<file path="config.mk">
export PLATFORM = sky130hd
export DESIGN_NAME = centroid_overlay
export DESIGN_NICKNAME = d
export VERILOG_FILES = /design/src/rtl/centroid_overlay.sv
export SDC_FILE = /design/constraint.sdc
export NUM_CORES = 1
export LEC_CHECK = 0
export CAP_MARGIN = 25
export CORE_MARGIN = 2
export CORE_UTILIZATION = 54
export CTS_BUF_LIST = sky130_fd_sc_hd__clkbuf_16
export DETAILED_ROUTE_END_ITERATION = 10
export PLACE_DENSITY = 0.77
export RECOVER_POWER = 25
export SLEW_MARGIN = 20
export SYNTH_ARGS = -nofsm -noshare
export SYNTH_HDL_FRONTEND = slang
export SYNTH_SLANG_ARGS = --single-unit
</file>
<file path="constraint.sdc">
create_clock -name clk_in -period 3.1 [get_ports clk_in]
set_clock_uncertainty 0.15 [all_clocks]
set_input_delay 0.31 -clock clk_in [delete_from_list [all_inputs] [get_ports clk_in]]
set_output_delay 0.31 -clock clk_in [all_outputs]
set_load 0.05 [all_outputs]
</file>
<file path="src/rtl/centroid_overlay.sv">
// centroid_overlay: draws square outline markers around up to 7 centroids onto
// a 320x180 RGB565 pixel stream, with a fixed 2-cycle latency.
// Centroid sets are double-buffered (shadow -> active) and swap only on
// new_frame, so markers never tear mid-frame.
//
// Ports:
//   clk_in, rst_in             clock, synchronous active-high reset
//   centroids_x_in/_y_in       7 centroid coordinates from the clustering stage
//   num_balls                  count of valid centroids (indices 0..num_balls-1)
//   data_valid_in              one-cycle capture strobe for centroids/num_balls
//   new_frame                  one-cycle frame-start strobe (swap point)
//   hcount_in/vcount_in        pixel coordinates
//   pixel_valid_in/pixel_in    source pixel stream
//   pixel_out/pixel_valid_out  output stream, marker colour where hit
//   hit_out/hit_index_out      marker hit flag and lowest hit index
module centroid_overlay #(
    parameter int unsigned BOX_HALF = 4,
    parameter int unsigned WIDTH    = 320,
    parameter int unsigned HEIGHT   = 180
) (
    input  logic            clk_in,
    input  logic            rst_in,
    input  logic [6:0][8:0] centroids_x_in,
    input  logic [6:0][7:0] centroids_y_in,
    input  logic [2:0]      num_balls,
    input  logic            data_valid_in,
    input  logic            new_frame,
    input  logic [8:0]      hcount_in,
    input  logic [7:0]      vcount_in,
    input  logic            pixel_valid_in,
    input  logic [15:0]     pixel_in,
    output logic [15:0]     pixel_out,
    output logic            pixel_valid_out,
    output logic            hit_out,
    output logic [2:0]      hit_index_out
);

    localparam int unsigned N  = 7;
    localparam int unsigned XW = 9;
    localparam int unsigned YW = 8;
    localparam int unsigned DW = 10;
    localparam int unsigned PW = 16;
    localparam int unsigned CW = 3;

    // Index 0 is the least significant entry.
    localparam logic [N-1:0][PW-1:0] PALETTE = {
        16'hFFFF, 16'h07FF, 16'hF81F, 16'hFFE0, 16'h001F, 16'h07E0, 16'hF800
    };

    logic [N-1:0][XW-1:0] shadow_x, active_x;
    logic [N-1:0][YW-1:0] shadow_y, active_y;
    logic [CW-1:0]        shadow_count, active_count;
    logic                 pending;

    // Double-buffered centroid capture and frame-boundary swap.
    always_ff @(posedge clk_in) begin
        if (rst_in) begin
            shadow_x     <= '0;
            shadow_y     <= '0;
            shadow_count <= '0;
            active_x     <= '0;
            active_y     <= '0;
            active_count <= '0;
            pending      <= 1'b0;
        end else if (data_valid_in && new_frame) begin
            // Simultaneous capture and frame start: the fresh set goes live now.
            shadow_x     <= centroids_x_in;
            shadow_y     <= centroids_y_in;
            shadow_count <= num_balls;
            active_x     <= centroids_x_in;
            active_y     <= centroids_y_in;
            active_count <= num_balls;
            pending      <= 1'b0;
        end else if (data_valid_in) begin
            shadow_x     <= centroids_x_in;
            shadow_y     <= centroids_y_in;
            shadow_count <= num_balls;
            pending      <= 1'b1;
        end else if (new_frame && pending) begin
            active_x     <= shadow_x;
            active_y     <= shadow_y;
            active_count <= shadow_count;
            pending      <= 1'b0;
        end
    end

    // Stage 1 combinational: absolute distances in 10-bit signed arithmetic.
    logic [DW-1:0] dx_c  [N];
    logic [DW-1:0] dy_c  [N];
    logic [DW-1:0] adx_c [N];
    logic [DW-1:0] ady_c [N];
    logic [N-1:0]  en_c;
    logic          in_frame_c;

    always_comb begin
        for (int i = 0; i < int'(N); i++) begin
            dx_c[i]  = DW'(hcount_in) - DW'(active_x[i]);
            dy_c[i]  = DW'(vcount_in) - DW'(active_y[i]);
            adx_c[i] = dx_c[i][DW-1] ? DW'(-dx_c[i]) : dx_c[i];
            ady_c[i] = dy_c[i][DW-1] ? DW'(-dy_c[i]) : dy_c[i];
            en_c[i]  = CW'(i) < active_count;
        end
        in_frame_c = (hcount_in < XW'(WIDTH)) && (vcount_in < YW'(HEIGHT));
    end

    logic [DW-1:0] adx_q [N];
    logic [DW-1:0] ady_q [N];
    logic [N-1:0]  en_q;
    logic          in_frame_q;
    logic          valid_q;
    logic [PW-1:0] pixel_q;

    // Stage 1 registers.
    always_ff @(posedge clk_in) begin
        if (rst_in) begin
            for (int i = 0; i < int'(N); i++) begin
                adx_q[i] <= '0;
                ady_q[i] <= '0;
            end
            en_q       <= '0;
            in_frame_q <= 1'b0;
            valid_q    <= 1'b0;
            pixel_q    <= '0;
        end else begin
            for (int i = 0; i < int'(N); i++) begin
                adx_q[i] <= adx_c[i];
                ady_q[i] <= ady_c[i];
            end
            en_q       <= en_c;
            in_frame_q <= in_frame_c;
            valid_q    <= pixel_valid_in;
            pixel_q    <= pixel_in;
        end
    end

    // Stage 2 combinational: outline test; scanning downward leaves the lowest hit index.
    logic          hit_c;
    logic [CW-1:0] hit_idx_c;
    logic [PW-1:0] pix_c;
    logic [DW-1:0] dmax_c [N];

    always_comb begin
        hit_c     = 1'b0;
        hit_idx_c = '0;
        pix_c     = pixel_q;
        for (int i = int'(N) - 1; i >= 0; i--) begin
            dmax_c[i] = (adx_q[i] > ady_q[i]) ? adx_q[i] : ady_q[i];
            if (en_q[i] && in_frame_q && (dmax_c[i] == DW'(BOX_HALF))) begin
                hit_c     = 1'b1;
                hit_idx_c = CW'(i);
                pix_c     = PALETTE[i];
            end
        end
    end

    // Stage 2 output registers.
    always_ff @(posedge clk_in) begin
        if (rst_in) begin
            pixel_out       <= '0;
            pixel_valid_out <= 1'b0;
            hit_out         <= 1'b0;
            hit_index_out   <= '0;
        end else begin
            pixel_out       <= pix_c;
            pixel_valid_out <= valid_q;
            hit_out         <= hit_c;
            hit_index_out   <= hit_idx_c;
        end
    end

endmodule

</file>
Word-level counts from Yosys, hierarchy flattened. Memories as Yosys holds them, arrays and structs flattened. Index checks and enable logic that the tools add are counted.

Bits in registers: 291. Bits in writable memories: 140. Input port bits: 160. Output and inout bits: 21. Memories: 2.

Add/subtract/negate cells: 28. Order comparisons: 16. Equality and inequality tests: 8. Mux-type cells: 75. Bitwise logic cells: 14. Reduce and logical (&&, ||, !) cells: 25.

Memories: adx_q (words 7, width 10, rd ports 7, clocked after memory_dff 0, write ports 7, RTL line 106) `logic [DW-1:0] adx_q [N];`; ady_q (words 7, width 10, rd ports 7, clocked after memory_dff 0, write ports 7, RTL line 107) `logic [DW-1:0] ady_q [N];`.

Operator list (count): 10-bit 2-to-1 mux (35); 63-bit 2-to-1 mux (5); 56-bit 2-to-1 mux (5); 10-bit negation (14); 16-bit 2-to-1 mux (7); 10-bit by 3-bit == test with 1-bit output, second input constant (7); 10-bit > comparator (7); 9-bit by 9-bit subtractor with 10-bit output (7); 8-bit by 8-bit subtractor with 9-bit output (7); 3-bit 2-to-1 mux (8); 1-bit logical AND (17); 1-bit bitwise OR (14); 1-bit 2-to-1 mux (13); 3-bit less-than comparator, first input constant (3); 9-bit less-than comparator, second input constant (1); 8-bit less-than comparator, second input constant (1); 1-bit by 3-bit less-than comparator with 1-bit output, first input constant (2); 2-bit by 3-bit less-than comparator with 1-bit output, first input constant (2); 2-bit nonzero test (3); 5-bit OR reduction (1); 2-bit 2-to-1 mux (2); 2-bit OR reduction (2); 3-bit OR reduction (1); 2-bit by 1-bit inequality test with 1-bit output, second input constant (1); 2-bit AND reduction (1).

Depth between registers and ports, before layout. Gate-level depths: netlist of the first run. An unclocked memory read counts as a cell.

Depth after elaboration: 12. Depth in mapped cells: 11. Depth with buffers taken out: 11.

Worst setup path after synthesis of the first run. Ideal clock, no wire load.

Path kind: input to register. Start: input port vcount_in[0]. End: memory ady_q[3][8] (netlist: ady_q[0][38]). Data arrival time: 2764 ps. Slack: 126 ps. Stages on the path: 11. Cells stage by stage: inv_1 -> ha_1 -> inv_1 -> fa_1 -> a21o_1 -> a21o_1 -> a211oi_2 -> o21bai_1 -> a21o_1 -> or4b_1 -> and3b_1.

RTL lines: start, declared (RTL line 29) `input logic [7:0] vcount_in,`; end, declared (RTL line 107).

==> flow_metrics.env, run 1 <==
export IMPL_synth_seq_cells=431
export IMPL_detail_route_drc_violations=0
export IMPL_min_from="new_frame"
export IMPL_regArea_um2=8633
export IMPL_vias=21869
export IMPL_relSlewSlack=-0.4629
export IMPL_wl_per_cell_um=17.84
export IMPL_finalSetupTns_ns=0
export IMPL_portBuffers=180
export IMPL_clk_latency_ns=0.60
export IMPL_grt_max_degree=154
export IMPL_power_w=0.01708
export IMPL_synth_ff_type="dfxtp_1"
export IMPL_die_area_um2=46130
export IMPL_crit_required_ns=3.46
export IMPL_cp_end_kind="flip-flop"
export IMPL_crit_fanout=6
export IMPL_cts_sinks=431
export IMPL_instances_no_fill=3846
export IMPL_crit_chain="inv_1, ha_1, a21oi_1, o21ai_0, a2111oi_2, o2111ai_1, and2_1, a2111o_1, o21ai_0"
export IMPL_cts_path_max_buffers=3
export IMPL_antenna_left=0
export IMPL_cts_root_buf="clkbuf_16"
export IMPL_antenna_cells=0
export IMPL_synth_edf_count=0
export IMPL_hold_path_end="active_y[50]$_SDFFE_PP0P_"
export IMPL_p_leak_nw=12.76
export IMPL_drtIter0Drc=1367
export IMPL_place_gp_congestion=0.9462
export IMPL_firstDrtPassIters=8
export IMPL_syn_area_per_cell_um2=8.538
export IMPL_p_per_area_nw_per_um2=566.3
export IMPL_cts_buffers=47
export IMPL_reg2reg_to="pixel_out[6]$_SDFF_PP0_"
export IMPL_fin_hold_ws_ns=0.06003
export IMPL_htree_levels=2
export IMPL_final_layout_size_suffix_gt1_frac=0.1260
export IMPL_start_util=0.5449
export IMPL_die_x_um=214.8
export IMPL_hold_depth=2
export IMPL_cpMaxStageDelayCell="a2111o_1"
export IMPL_max_stage_delay_ns=0.50
export IMPL_r2r_worst_path_cells=9
export IMPL_hpwl_um=51660
export IMPL_grt_usage=0.2961
export IMPL_layout_nets=3595
export IMPL_crit_reg2reg_launch="ady_q[0][35]$_SDFF_PP0_"
export IMPL_synthToLayoutAreaGrowth_pct=25.70
export IMPL_grt_pass1_vias=21664
export IMPL_vias_per_cell=5.686
export IMPL_seq_area_frac_synth=0.3597
export IMPL_num_fill_cells=3518
export IMPL_cp_arrival_ns=3.37
export IMPL_crit_top_cell="o21ai_0"
export IMPL_fp_row_count=77
export IMPL_io_pins=181
export IMPL_async_flop_share=0
export IMPL_fp_coreArea_um2=44030
export IMPL_cts_tree="done"
export IMPL_setup_viol=0
export IMPL_ir_drop_mv=0.4901
export IMPL_antenna_found_initial=0
export IMPL_syn_area_um2=23990
export IMPL_min_period_ns=3.012
export IMPL_grt_setup_unrepaired="yes"
export IMPL_multi_input_area_um2=14160
export IMPL_slew_violations=63
export IMPL_hp_class="input pin to flip-flop"
export IMPL_path_clk_slew_ns=0.06
export IMPL_finalCritPeriodShare=0.9716
export IMPL_rrSetupSlack_ns=0.09
export IMPL_post_place_cells=3757
export IMPL_hold_violations=0
export IMPL_syn_inst=2810
export IMPL_wl_um=68620
export IMPL_yosysWarnings=0
export IMPL_drv_cap=1
export IMPL_die_y_um=214.8
export IMPL_crit_path_start_kind="flip-flop"
export IMPL_grt_pass1_wl_um=110900
export IMPL_violations="capacitance limit, slew limit"
export IMPL_path_class="flip-flop to flip-flop"
export IMPL_status="complete, but fails checks"
export IMPL_worst_pin_slew_ns=2.194
export IMPL_max_freq_ghz=0.3320
export IMPL_ys_types=73
export IMPL_gr_total_overflow=0
[synth_stat cells, drive strengths merged, types with 13 or more instances]
library cell | count | area (um2)
nand2 | 90 | 337.8
inv | 233 | 874.6
nor3 | 65 | 325.3
a211oi | 146 | 1111
buf | 21 | 78.83
and2 | 15 | 93.84
mux2i | 136 | 1361
or3 | 45 | 286.5
a21o | 59 | 442.9
nor2 | 444 | 1667
o21a | 45 | 337.8
clkbuf | 89 | 334.1
nor4 | 31 | 193.9
nand4 | 20 | 125.1
or2 | 16 | 100.1
o211ai | 24 | 180.2
o21ai | 160 | 800.8
and3 | 26 | 162.7
nor2b | 41 | 256.5
dfxtp | 431 | 8628
nand3 | 27 | 135.1
a2111oi | 61 | 569.3
o31ai | 13 | 122.6
nand3b | 51 | 382.9
xor2 | 34 | 297.8
a21oi | 103 | 515.5
ha | 203 | 2540
fa | 14 | 280.3
xnor2 | 51 | 446.7
[kinds of logic after synthesis]
group | synth area share
AO/OA/AOI/OAI | 0.1957
XOR/XNOR | 0.03103
adder cells (fa/ha/maj) | 0.1176
buffers and inverters | 0.05367
flip-flops | 0.3597
multiplexers | 0.05721
other | 0.0001563
AND/OR/NAND/NOR | 0.1850
[routing by layer]
layer  GRT usage  part of all wire  vias up
met3     0.04331             0.053      150
li1            -                 -    10796
met2      0.4998              0.46      595
met4      0.1125             0.039        0
met5           0                 0        -
met1      0.3832              0.44    10328
[final cells by class]
| class | count | share of cell area |
|---|---|---|
| Multi-Input combinational cell | 2042 | 0.4696 |
| Sequential cell | 431 | 0.2863 |
| Timing Repair Buffer | 463 | 0.1375 |
| Clock buffer | 48 | 0.03983 |
| Inverter | 233 | 0.02900 |
| Tap cell | 592 | 0.02456 |
| Clock inverter | 37 | 0.01324 |
[power breakdown]
part	total, W	switching (W)	internal (W)	leakage (nW)
combinational	0.00483	0.00252	0.00231	8.39
sequential	0.00643	0.000358	0.00607	3.57
clock	0.00582	0.00241	0.00342	0.802
total	0.0171	0.00528	0.0118	12.8
[worst max-delay path by stage]
stage / cells after the start / slack, ns / endpoint / start
floorplan: 11 / 0.13 / ady_q[0][38]$_SDFF_PP0_ / vcount_in[0]
global placement: 13 / -0.50 / ady_q[0][7]$_SDFF_PP0_ / vcount_in[0]
detailed placement: 13 / -0.57 / ady_q[0][7]$_SDFF_PP0_ / vcount_in[0]
CTS: 13 / 0.05 / ady_q[0][7]$_SDFF_PP0_ / vcount_in[0]
global route: 9 / -0.09 / pixel_out[6]$_SDFF_PP0_ / ady_q[0][37]$_SDFF_PP0_
finish: 9 / 0.09 / pixel_out[6]$_SDFF_PP0_ / ady_q[0][35]$_SDFF_PP0_
[repair_timing]
action,in CTS,in global routing
setup endpoints to repair,1,43
hold buffers,1,0
resized for setup,1,14
buffers inserted,0,3
pin swaps,0,3
hold endpoints to repair,26,0
[critical path: cells and delay by family, from the launching register on]
family / cells / cell delay, ns
AO/OA/AOI/OAI: 6 / 1.69
AND/OR/NAND/NOR: 1 / 0.24
flip-flops: 1 / 0.42
buffers and inverters: 1 / 0.07
adder cells (fa/ha/maj): 1 / 0.34
[flip-flops by register name, indices dropped and copies added (netlist names)]
name	count
hit_index_out	3
hit_out	1
in_frame_q	1
shadow_count	3
adx_q	70
pixel_valid_out	1
active_x	63
ady_q	70
valid_q	1
en_q	7
pixel_q	16
active_y	56
shadow_y	56
active_count	3
pixel_out	16
pending	1
shadow_x	63
[cell usage in the layout (no fill, tap or decap), types with 103 or more instances in the layout]
cell type and instances:
o21ai_0 158, mux2i_1 136, inv_1 241, nor2_1 444, dfxtp_1 429, clkdlybuf4s50_1 177, a21oi_1 103, buf_4 262
a211oi_1 141, ha_1 203
[stage by stage]
step | cell area (um2) | utilization | setup WS (ns)
finish | 30160 | 0.6849 | 0.08800
global route | 30160 | 0.6849 | -0.08596
CTS | 30110 | 0.6839 | 0.05400
detailed placement | 28500 | 0.6473 | -0.5744
global placement | 28500 | 0.6473 | -0.5034
floorplan | 24010 | - | 0.1260
No activity file was read; power rests on OpenSTA's default activity.
==> inputs of run 2 (changes only) <==
--- a/config.mk
+++ b/config.mk
@@ -5,12 +5,13 @@
 export SDC_FILE = /design/constraint.sdc
 export NUM_CORES = 1
 export LEC_CHECK = 0
+export ABC_AREA = 1
 export CAP_MARGIN = 25
 export CORE_MARGIN = 2
 export CORE_UTILIZATION = 54
 export CTS_BUF_LIST = sky130_fd_sc_hd__clkbuf_16
 export DETAILED_ROUTE_END_ITERATION = 10
-export PLACE_DENSITY = 0.77
+export PLACE_DENSITY = 0.78
 export RECOVER_POWER = 25
 export SLEW_MARGIN = 20
 export SYNTH_ARGS = -nofsm -noshare
==> flow_metrics.env, run 2 <==
export IMPL_crit_chain="dlygate4sd3_1, buf_8, buf_2, nor3_1"
export IMPL_grt_usage=0.2903
export IMPL_final_area_um2=28060
export IMPL_synth_most_common_cell="nand2_1"
export IMPL_grt_max_degree=107
export IMPL_start_util=0.5494
export IMPL_layout_nets=3793
export IMPL_synth_seq_cells=431
export IMPL_drv_cap=2
export IMPL_synth_top_area_share=0.3638
export IMPL_vias=22475
export IMPL_status="complete, but fails checks"
export IMPL_syn_area_per_cell_um2=7.373
export IMPL_hpwl_um=50320
export IMPL_cts_sinks=431
export IMPL_cts_tree="done"
export IMPL_layout_commonest_cell="nand2_1"
export IMPL_yosys_area_share_simple=0.2350
export IMPL_relSlewSlack=-0.1931
export IMPL_antenna_left=0
export IMPL_crit_fanout=91
export IMPL_gr_total_overflow=0
export IMPL_io_pins=181
export IMPL_min_period_ns=2.828
export IMPL_grt_pass1_vias=20970
export IMPL_layout_common_cells="nand2_1 (686), inv_1 (448), dfxtp_1 (431), a21oi_1 (320), nor2_1 (235)"
export IMPL_grt_setup_unrepaired="no"
export IMPL_syn_inst=3217
export IMPL_synth_top_family_by_area="simple AND/OR/NAND/NOR gates"
export IMPL_path_class="input pin to flip-flop"
export IMPL_synth_compound_area_frac=0.1619
export IMPL_final_layout_size_suffix_gt1_frac=0.06089
export IMPL_die_area_um2=45620
export IMPL_seq_area_frac_synth=0.3638
export IMPL_synth_common_cells="nand2_1 (686), inv_1 (443), dfxtp_1 (431)"
export IMPL_worst_pin_slew_ns=1.790
export IMPL_synth_fa_ha_area_frac=0.1189
export IMPL_cts_resized=0
export IMPL_yosys_area_top_type="dfxtp_1"
export IMPL_cts_path_max_buffers=3
export IMPL_hold_depth=3
export IMPL_wl_um=66610
export IMPL_drtIter0Drc=1719
export IMPL_fp_row_count=76
export IMPL_max_freq_ghz=0.3536
export IMPL_hold_violations=0
export IMPL_wl_per_cell_um=16.51
export IMPL_async_flop_share=0
export IMPL_cts_hold_buffers=2
export IMPL_synth_ff_type="dfxtp_1"
export IMPL_power_w=0.01634
export IMPL_ys_top_cells_by_area="dfxtp_1 (36%), nand2_1 (11%), ha_1 (11%)"
export IMPL_post_cts_setup_buffers=0
export IMPL_cts_buffers=45
export IMPL_die_x_um=213.6
export IMPL_placed_cell_area_um2=26570
export IMPL_synthToLayoutAreaGrowth_pct=18.32
export IMPL_hp_class="input pin to flip-flop"
export IMPL_crit_path_start_kind="input pin"
export IMPL_antenna_found_initial=0
export IMPL_portBuffers=180
export IMPL_ir_drop_mv=0.3994
export IMPL_fp_coreArea_um2=43170
export IMPL_grt_pass1_wl_um=105500
export IMPL_syn_area_um2=23720
export IMPL_p_leak_nw=12.67
export IMPL_cp_end_kind="flip-flop"
export IMPL_setup_viol=0
export IMPL_die_y_um=213.6
export IMPL_violations="capacitance limit, slew limit"
export IMPL_max_stage_delay_ns=1.36
export IMPL_synthMuxAreaShare=0
export IMPL_firstDrtPassIters=6
export IMPL_path_clk_slew_ns=0.06
export IMPL_utilization=0.6501
export IMPL_htree_levels=2
export IMPL_yosysWarnings=0
export IMPL_synth_edf_count=0
export IMPL_p_per_area_nw_per_um2=582.1
export IMPL_finalCritPeriodShare=0.9123
export IMPL_crit_required_ns=3.30
export IMPL_vias_per_cell=5.571
export IMPL_detail_route_drc_violations=0
export IMPL_finalSetupTns_ns=0
export IMPL_instances_no_fill=4034
export IMPL_slew_violations=171
export IMPL_clk_latency_ns=0.57
export IMPL_antenna_cells=0
export IMPL_ys_types=49
export IMPL_cp_arrival_ns=3.03
export IMPL_place_gp_congestion=0.9171
export IMPL_cpMaxStageDelayCell="buf_2"
export IMPL_synthXorXnorAreaFrac=0.02933
export IMPL_post_place_cells=3952
export IMPL_r2r_worst_path_cells=14
export IMPL_num_fill_cells=3746
export IMPL_cts_root_buf="clkbuf_16"
export IMPL_reg_largest_list="adx_q: 70 flops, ady_q: 70 flops"
==> run 2: cell type report <==
class / instances / area [um2] / area share
well taps: 585 / 732.0 / 0.02608
clock buffers: 47 / 1176 / 0.04191
flip-flops and latches: 431 / 8628 / 0.3074
inverters: 453 / 1702 / 0.06063
clock inverters: 33 / 332.8 / 0.01186
multi-input cells: 2228 / 12960 / 0.4619
repair buffers: 257 / 2530 / 0.09015
==> run 2: kinds of logic (layout without fill, tap and decap cells) <==
group | Yosys count | count (layout)
AO/OA/AOI/OAI | 647 | 647
XOR/XNOR | 70 | 70
adder cells (fa/ha/maj) | 217 | 217
buffers and inverters | 564 | 790
flip-flops | 431 | 431
other | 1 | 7
AND/OR/NAND/NOR | 1287 | 1287
==> run 2: per-layer routing <==
metal  part of all wire  global-route usage
met5                  0                   0
met4              0.034              0.1044
met3              0.067             0.03266
met2               0.46              0.4775
met1               0.44              0.3950
==> run 2: worst max-delay path: cells and delay by family <==
| family | cells | cell delay [ns] |
|---|---|---|
| and+or+nand+nor | 1 | 0.29 |
| buffers and inverters | 3 | 2.29 |
==> run 2: final timing paths <==
check / from / end / slack [ns]
max: rst_in / ady_q[0][44]$_SDFF_PP0_ / 0.27
min: pixel_valid_in / valid_q$_SDFF_PP0_ / 0.10
max reg2reg: ady_q[0][37]$_SDFF_PP0_ / pixel_out[14]$_SDFF_PP0_ / 0.44
min reg2reg: valid_q$_SDFF_PP0_ / pixel_valid_out$_SDFF_PP0_ / 0.26
==> run 2: through the flow <==
stage	setup WS [ns]	hold slack [ns]
4_1_cts	0.4924	0.08450
3_5_place_dp	0.1025	0.2561
3_3_place_gp	0.1506	0.2422
6_report	0.2718	0.1030
2_1_floorplan	0.8147	0.2383
5_1_grt	0.1613	0.1296
==> run 2: report_power, final <==
part | internal, W | total (W) | leakage, nW | switching [W]
clock | 0.00331 | 0.00556 | 0.758 | 0.00224
combinational | 0.00171 | 0.00437 | 8.35 | 0.00266
sequential | 0.00607 | 0.00641 | 3.57 | 0.000334
total | 0.0111 | 0.0163 | 12.7 | 0.00524
==> inputs of run 3 (changes only) <==
--- a/config.mk
+++ b/config.mk
@@ -6,6 +6,7 @@
 export NUM_CORES = 1
 export LEC_CHECK = 0
 export ABC_AREA = 1
+export ABC_CLOCK_PERIOD_IN_PS = 3100
 export CAP_MARGIN = 25
 export CORE_MARGIN = 2
 export CORE_UTILIZATION = 54
==> results of run 3 <==
No change in the layout: final DEF, timing and power equal those of run 2.
